[src/rtl/axilite_chan_hold.sv]
// rtl/axilite_chan_hold.sv - single-entry holding register for one AXI-Lite request channel
module axilite_chan_hold #(
    parameter int WIDTH = 64
) (
    input  logic             clk,
    input  logic             rst,
    input  logic             valid_i,
    output logic             ready_o,
    input  logic [WIDTH-1:0] data_i,
    input  logic             pop_i,
    input  logic             stall_i,
    output logic             full_o,
    output logic [WIDTH-1:0] q_o
);

    logic             full_q, full_d;
    logic [WIDTH-1:0] q_q, q_d;

    // Ready is withheld while rst is high so no beat is captured during reset.
    assign ready_o = !rst && (!full_q || pop_i) && !stall_i;

    always_comb begin
        full_d = full_q;
        q_d    = q_q;
        if (pop_i) begin
            full_d = 1'b0;
        end
        if (valid_i && ready_o) begin
            full_d = 1'b1;
            q_d    = data_i;
        end
    end

    always_ff @(posedge clk) begin
        if (rst) begin
            full_q <= 1'b0;
            q_q    <= '0;
        end else begin
            full_q <= full_d;
            q_q    <= q_d;
        end
    end

    assign full_o = full_q;
    assign q_o    = q_q;

endmodule

[config.mk]
export PLATFORM = sky130hd
export DESIGN_NAME = axilite_chan_hold
export DESIGN_NICKNAME = d
export VERILOG_FILES = /design/src/rtl/axilite_chan_hold.sv
export SDC_FILE = /design/constraint.sdc
export NUM_CORES = 1
export LEC_CHECK = 0
export BUFFER_PORTS_ARGS = -buffer_cell sky130_fd_sc_hd__buf_2
export CORE_MARGIN = 2
export CORE_UTILIZATION = 38
export DETAILED_ROUTE_END_ITERATION = 10
export PLACE_DENSITY_LB_ADDON = 0.25
export SLEW_MARGIN = 10
export SYNTH_ARGS = -nofsm -noshare
export SYNTH_HDL_FRONTEND = slang
export SYNTH_SLANG_ARGS = --single-unit
[constraint.sdc]
create_clock -name clk -period 1.4 [get_ports clk]
set_clock_uncertainty 0.05 [all_clocks]
set_input_delay 0.07 -clock clk [delete_from_list [all_inputs] [get_ports clk]]
set_output_delay 0.07 -clock clk [all_outputs]
set_load 0.02 [all_outputs]
==> results of run 1 <==
==> timing repair <==
item,in CTS,in global routing
hold buffers,15,0
setup buffers,1,3
hold endpoints to repair,15,0
cloned,0,5
pin swaps,4,4
resized for setup,2,24
endpoints found under the setup margin,1,49
==> synthesized netlist by cell type, drive strengths merged <==
cell type  instances  area share [%]
a21oi             65              12
dfxtp             65              47
o21ai             64              11
or3b              64              20
buf               22             6.3
clkbuf            13             2.5
nand2b             1            0.49
nor2b              1            0.49
nor3               1            0.18
or2b               1            0.31
==> final cells by class <==
class	count	area, um^2	share of cell area [%]
well taps	99	124	3.02
clock buffers	13	149	3.63
multi-input cells	197	1330	32.5
repair buffers	167	1150	28.1
clock inverters	3	40.0	0.977
flip-flops and latches	65	1300	31.8
==> flip-flops by register name, summed over array words and instances, names as in the netlist <==
register  flops
q_o          64
full_o        1
==> cell families after synthesis <==
kind of cell | share of synthesized area [%]
AOI/OAI and AO/OA | 23.1
buffers and inverters | 8.78
DFF | 46.6
and+or+nand+nor | 21.5
==> metal layers <==
| layer | routed length, um | vias up |
|---|---|---|
| li1 | - | 1376 |
| met1 | 3250 | 1220 |
| met2 | 3620 | 85 |
| met3 | 428 | 5 |
| met4 | 77 | 0 |
| met5 | 0 | - |
==> per-stage QoR <==
step | power, mW | util (%)
after detailed placement | 2.62 | 49.0
after CTS | 4.23 | 53.9
after floorplan | 2.39 | -
final | 4.23 | 57.1
after global routing | 4.44 | 57.1
after global placement | 2.61 | 49.0
==> worst paths after layout <==
| check | startpoint | end | slack (ps) | cells past startpoint |
|---|---|---|---|---|
| worst min register to register | q_o[52] | q_o[52] | 430 | 2 |
| worst max-delay path | full_o | q_o[38] | 20 | 5 |
| worst max register to register | full_o | q_o[38] | 20 | 5 |
| worst min-delay path | data_i[49] | q_o[49] | 20 | 3 |
==> critical path: stages, from the launching register on <==
cell	delay (ps)
dfxtp_2	320
nor2b_4	140
buf_8	140
buf_12	150
or3b_4	400
a21oi_2	120
==> where the power goes <==
group / internal, mW / total, mW / switching [mW]
clock: 0.869 / 1.56 / 0.691
combinational: 0.334 / 0.700 / 0.366
sequential: 1.94 / 1.97 / 0.0364
==> layout by cell type, fill, tap and decap left out <==
cell / netlist / routed
bufinv_16: 0 / 1
nor3_2: 0 / 1
a21oi_2: 0 / 16
a21oi_1: 65 / 49
buf_8: 0 / 1
clkbuf_1: 11 / 3
o21ai_1: 64 / 64
or3b_1: 64 / 57
or3b_4: 0 / 7
or2b_2: 1 / 1
nor2b_4: 1 / 1
nand2b_4: 1 / 1
buf_12: 0 / 8
dfxtp_1: 65 / 64
clkbuf_8: 2 / 10
buf_2: 3 / 134
clkbuf_16: 0 / 5
dlygate4sd3_1: 0 / 15
clkinv_2: 0 / 2
dfxtp_2: 0 / 1
buf_4: 2 / 4
==> flow_summary.toml, run 1 <==
[status]
status = "complete, no violations"

[setup_path]
crit_path_max_fanout = 20
cp-end-kind = "flip-flop"
worstPathArrival_ps = 1600
critPathLaunchType = "flip-flop"
required_ps = 1620
timing_worst_setup_path_type = "flip-flop to flip-flop"

[cts]
cts_tree = "built"
htree_levels = 3
clockBufferDepth = 2
clk_latency_ps = 320
cts.clk_slew.worst_paths_ps = 70
cts_buffers = 9
cts_root_buf = "clkbuf_8"
numClockSinks = 65

[floorplan]
fp.dieArea_um2 = 8050
die_w_um = 89.7
core_um2 = 7180
io_pins = 135
row_count = 31
dieHeight_um = 89.7
initial_utilization_pct = 38.9

[global_routing]
grtUsageMet3_pct = 4.53
grt_pass1_vias = 2212
gr-total-overflow = 0
grtUsageMet2_pct = 25.9
grt_pass1_wl_um = 10800
grt.busiest_layer = "met2"
use_met1_pct = 20.9
grtUsageTotal_pct = 16.4
antenna_found_initial = 0
grt_start_max_net_pins = 57

[place]
dp.cells = 504
portBuffers = 134
gp_congestion = 0.734
place_area_um2 = 3520
pre_cts_slack_ps = 101
detailed_place_hpwl_um = 4450

[timing]
setup_ws_ps = 17.1
hold_slack_ps = 21.0
slew_viol_final = 0
fin_setup_tns_ps = 0
finalSetupViolCount = 0
finalCritPeriodShare_pct = 98.8
worst_pin_slew_ps = 394
finalHoldViolations = 0
rsz0062_at_grt = "true"
fmax_ghz = 0.723
slew_headroom_pct = 73.7
period_needed_ps = 1380

[finish]
drive_gt1_share_pct = 43.4
fin_area_um2 = 4100
finish.net_count = 509
final_cells = 544
antenna_cells = 0
num-fill-cells = 645
area_growth_pct = 46.6

[synth]
syn-cell-area_um2 = 2790
ys_seq_area_share_pct = 46.6
ys_warn_count = 0
syn_area_per_cell_um2 = 9.41
ys_seq_elements = 65
synth_nets = 366
post_synth_num_cell_types = 14
netlist_instances = 297

[detailed_routing]
dr.pass1.iters = 4
ant_nets = 0
via_count = 2686
wl_um = 7380
viasPerCell = 4.94
drt_iter0_drc = 74
wl_per_cell_um = 13.6
drc = 0

[worst_hold_path]
hold_path.class = "input port to flip-flop"

[power_and_ir_drop]
p_leak_nw = 1.78
power_density_nw_per_um2 = 1030
ir_drop_uv = 644

[run]
cap_violations = 0
(Power assumes the default switching activity.)
==> run 2, diff against run 1 <==
--- a/config.mk
+++ b/config.mk
@@ -9,6 +9,7 @@
 export CORE_MARGIN = 2
 export CORE_UTILIZATION = 38
 export DETAILED_ROUTE_END_ITERATION = 10
+export GPL_TIMING_DRIVEN = 0
 export PLACE_DENSITY_LB_ADDON = 0.25
 export SLEW_MARGIN = 10
 export SYNTH_ARGS = -nofsm -noshare
==> constraint.sdc (replaced) <==
create_clock -name clk -period 1.7 [get_ports clk]
set_clock_uncertainty 0.05 [all_clocks]
set_input_delay 0.085 -clock clk [delete_from_list [all_inputs] [get_ports clk]]
set_output_delay 0.085 -clock clk [all_outputs]
set_load 0.02 [all_outputs]
==> run 2 against run 1 <==
  * Via count shrank 0.48%
  * Non-clock buffer count is the same
  * Count of clock-buffer cells in the layout shrank 1
  * Die area is the same
  * Sequential cell count is the same
  * Utilization shrank 4.5 points
  * Sequential share of layout area grew 2.7 points
  * Global-route usage grew 1.1 points
  * Critical path type is now flip-flop to primary output
  * Sequential power shrank 17%
  * Largest cell class is now registers
  * Design area shrank 7.9%
  * Largest power group unchanged
  * Worst hold slack is essentially flat
  * First-iteration DRC count shrank 14%
  * Critical endpoint is now ready_o
==> flow_summary.toml, run 2 (synthesis results as in run 1) <==
[cts]
clockBufferDepth = 2
cts.clk_slew.worst_paths_ps = 60
cts_buffers = 9
cts_setup_buffers = 0
cts_tree = "built"
cts_root_buf = "clkbuf_8"
numClockSinks = 65
cts_hold_buf = 0
clk_latency_ps = 330
htree_levels = 3
ctsResizeCount = 0

[timing]
fin_setup_tns_ps = 0
setup_ws_ps = 125
finalSetupViolCount = 0
slew_viol_final = 0
period_needed_ps = 1570
finalHoldViolations = 0
worst_pin_slew_ps = 561
fmax_ghz = 0.635
rsz0062_at_grt = "false"
slew_headroom_pct = 62.6
finalCritPeriodShare_pct = 92.6

[global_routing]
gr-total-overflow = 0
antenna_found_initial = 0
grt_start_max_net_pins = 20
grt_pass1_wl_um = 11700
grtUsageTotal_pct = 17.5
grt_pass1_vias = 2554

[detailed_routing]
ant_nets = 0
via_count = 2673
viasPerCell = 4.92
drt_iter0_drc = 64
met2WireLength_um = 3430
wl_met1_um = 3210
routed.top_layer = "met4"
wl_per_cell_um = 13.2
wl_um = 7190
met3RoutedLength_um = 436
dr.pass1.iters = 4
drc = 0

[finish]
antenna_cells = 0
area_growth_pct = 35.1
final_cell_mix = "135 x buf_2, 65 x a21oi_1, 65 x dfxtp_1, 64 x or3b_1, 64 x o21ai_1"
final_cells = 543
finish.net_count = 509
drive_gt1_share_pct = 37.6
final_util_pct = 52.6
final_common_cell = "buf_2"
largest_register_ffs = 64

[floorplan]
dieHeight_um = 89.7
initial_utilization_pct = 38.9
core_um2 = 7180
die_w_um = 89.7
row_count = 31
fp.dieArea_um2 = 8050
io_pins = 135

[setup_path]
required_ps = 1560
crit_path_max_fanout = 19
timing_worst_setup_path_type = "flip-flop to primary output"
critPathLaunchType = "flip-flop"
worstPathArrival_ps = 1440
cp-end-kind = "primary output"

[worst_hold_path]
hold_path.class = "input port to flip-flop"

[power_and_ir_drop]
clock_power_share_pct = 37.9
switching_power_mw = 0.871
p_leak_nw = 1.67
p_comb_share_pct = 14.7
power_density_nw_per_um2 = 909
ir_drop_uv = 379
netSwitchingFraction_pct = 25.4
seq_power_share_pct = 47.4
internal_power_mw = 2.56

[status]
status = "complete, no violations"

[place]
pre_cts_slack_ps = 254
detailed_place_hpwl_um = 5170
gp_congestion = 0.753
dp.cells = 529
portBuffers = 133

[run]
cap_violations = 0
-- run 2: final timing paths --
path / startpoint / to / slack, ps / cells past startpoint
min reg2reg: q_o[0] / q_o[0] / 430 / 2
max reg2reg: full_o / q_o[40] / 260 / 5
max: full_o / ready_o / 130 / 5
min: pop_i / full_o / 20 / 3
-- run 2: cell type report --
class / count / area [um^2]
fillers: 709 / 3400
clock buffers: 12 / 155
repair buffers: 133 / 666
plain buffers: 34 / 240
flip-flops and latches: 65 / 1300
well taps: 99 / 124
clock inverters: 3 / 40.0
multi-input cells: 197 / 1250
-- run 2: worst max-delay path: stages (launching register included) --
cell,delay (ps)
dfxtp_1,340
nor2b_4,170
buf_6,180
buf_6,190
nor3_1,50
buf_2,180
-- run 2: power by group through the flow --
stage	combinational (mW)	sequential [mW]	clock, mW
6_report	0.505	1.63	1.30
5_1_grt	0.550	1.63	1.41
4_1_cts	0.510	1.63	1.35
3_5_place_dp	0.509	1.66	0
3_3_place_gp	0.505	1.66	0
2_1_floorplan	0.222	1.75	0
-- run 2: metal layers --
| layer | vias up | GRT usage, % |
|---|---|---|
| met2 | 90 | 28.7 |
| met3 | 10 | 4.86 |
| met1 | 1210 | 21.8 |
| met4 | 0 | 7.31 |
| li1 | 1363 | - |
| met5 | - | 0 |
-- run 2: metrics by stage --
step / area [um^2] / power [mW] / hold WS [ps]
finish: 3770 / 3.43 / 21.1
global route: 3770 / 3.60 / 13.6
CTS: 3770 / 3.48 / 3.21
detailed placement: 3580 / 2.17 / 361
global placement: 3580 / 2.17 / 348
floorplan: 2790 / 1.97 / 209
==> run 3, diff against run 2 <==
--- a/config.mk
+++ b/config.mk
@@ -6,8 +6,11 @@
 export NUM_CORES = 1
 export LEC_CHECK = 0
 export BUFFER_PORTS_ARGS = -buffer_cell sky130_fd_sc_hd__buf_2
+export CELL_PAD_IN_SITES_DETAIL_PLACEMENT = 1
+export CELL_PAD_IN_SITES_GLOBAL_PLACEMENT = 1
 export CORE_MARGIN = 2
-export CORE_UTILIZATION = 38
+export CORE_UTILIZATION = 35
+export CTS_CLUSTER_SIZE = 20
 export DETAILED_ROUTE_END_ITERATION = 10
 export GPL_TIMING_DRIVEN = 0
 export PLACE_DENSITY_LB_ADDON = 0.25
==> run 3 against run 2 <==
  * Total power grew 0.43%
  * Sequential cell count unchanged
  * Global-route usage grew 1.9 points
  * Largest power group unchanged
  * Highest routed layer unchanged
==> flow_summary.toml, run 3 (synthesis results as in run 1) <==
[cts]
cts_setup_buffers = 0
cts.clk_slew.worst_paths_ps = 70
numClockSinks = 65
cts_buffers = 9
htree_levels = 3
cts_tree = "built"
clockBufferDepth = 2
clk_latency_ps = 330
cts_root_buf = "clkbuf_8"

[setup_path]
crit_chain = "dlygate4sd3_1, buf_2, nor2b_4, buf_8, buf_12, nor3_1, buf_2"
slowest_stage = "dlygate4sd3_1"
cp_slowest_stage_delay_ps = 540
r2r_end = "q_o[42]"
critPathLaunchType = "input port"
r2r.worst_path.cells = 5
cp-end-kind = "primary output"
critPathBufInv = 5
path_depth = 7
crit_path_max_fanout = 19
crit_path_frequent_cell = "buf_2"
required_ps = 1560
r2r_slack_ps = 210
r2r_start = "full_o"
worstPathArrival_ps = 1460
timing_worst_setup_path_type = "input port to primary output"
crit_family = "buffers and inverters"

[finish]
final_common_cell = "buf_2"
largest_register_ffs = 64
final_cell_mix = "135 x buf_2, 65 x a21oi_1, 65 x dfxtp_1, 64 x or3b_1, 64 x o21ai_1"
finish.net_count = 510
num-fill-cells = 966
final_cells = 548
area_growth_pct = 36.1
antenna_cells = 0
drive_gt1_share_pct = 37.7

[worst_hold_path]
worstHoldPathCells = 3
hold_start = "data_i[54]"
hold_path.class = "input port to flip-flop"
hold_end = "q_o[54]"

[place]
portBuffers = 133
gp_congestion = 0.729
detailed_place_hpwl_um = 5990
dp.cells = 532

[power_and_ir_drop]
clock_power_share_pct = 37.8
ir_drop_uv = 426
netSwitchingFraction_pct = 26.6
internal_power_mw = 2.53
switching_power_mw = 0.915
p_leak_nw = 1.67
seq_power_share_pct = 47.2
p_comb_share_pct = 15.0
power_density_nw_per_um2 = 906

[timing]
hold_slack_ps = 27.7
finalHoldViolations = 0
fin_setup_tns_ps = 0
slew_viol_final = 0
worst_pin_slew_ps = 554
rsz0062_at_grt = "false"
slew_headroom_pct = 63.1
finalCritPeriodShare_pct = 93.6
fmax_ghz = 0.628
finalSetupViolCount = 0
period_needed_ps = 1590

[run]
cap_violations = 0

[global_routing]
grt_pass1_vias = 2816
grtUsageTotal_pct = 19.5
gr-total-overflow = 0
grt_start_max_net_pins = 20
grt_pass1_wl_um = 13400
antenna_found_initial = 0

[detailed_routing]
viasPerCell = 5.03
wl_per_cell_um = 14.9
wl_um = 8140
via_count = 2756
drt_iter0_drc = 34
ant_nets = 0
dr.pass1.iters = 4
drc = 0

[floorplan]
row_count = 32
initial_utilization_pct = 36.2
core_um2 = 7730
fp.dieArea_um2 = 8710
io_pins = 135
dieHeight_um = 93.3
die_w_um = 93.3

[status]
status = "complete, no violations"
run 3: changes by cell type in the layout (fill, tap and decap cells not counted), sizes merged:
cell	before	now
clkinvlp	0	2
clkbuf	25	24
dlygate4sd3	0	1
run 3: cell type report:
| cell class | count | area [um^2] | area share (%) |
|---|---|---|---|
| flip-flops and latches | 65 | 1300 | 34.2 |
| repair buffers | 134 | 676 | 17.8 |
| multi-input cells | 197 | 1250 | 32.8 |
| well taps | 102 | 128 | 3.36 |
| clock buffers | 11 | 141 | 3.72 |
| plain buffers | 34 | 253 | 6.65 |
| clock inverters | 5 | 55.1 | 1.45 |
run 3: worst max-delay path by stage:
stage,from,to,slack [ps]
2_1_floorplan,full_o,ready_o,180
3_3_place_gp,full_o,q_o[37],240
3_5_place_dp,full_o,q_o[42],220
4_1_cts,pop_i,ready_o,40
5_1_grt,pop_i,ready_o,20
6_report,pop_i,ready_o,110
run 3: worst min-delay path, cell delays in order:
cell and delay [ps]:
buf_2 90, or3b_1 140, a21oi_1 50
run 3: metrics by stage:
stage | utilization [%] | area [um^2] | setup slack, ps | power, mW
after floorplan | - | 2790 | 176 | 1.97
after global placement | 46.4 | 3590 | 241 | 2.17
after detailed placement | 46.4 | 3590 | 220 | 2.18
after CTS | 49.0 | 3790 | 39.8 | 3.51
after global routing | 49.2 | 3800 | 18.2 | 3.64
final | 49.2 | 3800 | 109 | 3.45
run 3: repair_timing:
action | 4_1_cts | 5_1_grt
resized for setup | 0 | 3
endpoints found under the hold margin | 1 | 0
endpoints found under the setup margin | 1 | 1
hold buffers | 1 | 0
run 3: power groups by stage:
stage	sequential, mW	combinational (mW)	clock, mW
6_report	1.63	0.517	1.30
5_1_grt	1.64	0.568	1.43
4_1_cts	1.63	0.523	1.36
3_5_place_dp	1.66	0.520	0
3_3_place_gp	1.66	0.511	0
2_1_floorplan	1.75	0.222	0
run 3: metal layers:
metal | vias up | GRT usage, % | share of wire (%)
met3 | 14 | 3.87 | 5.1
met4 | 0 | 9.19 | 2.0
met2 | 75 | 32.4 | 50
li1 | 1362 | - | -
met1 | 1305 | 24.0 | 43
met5 | - | 0 | 0
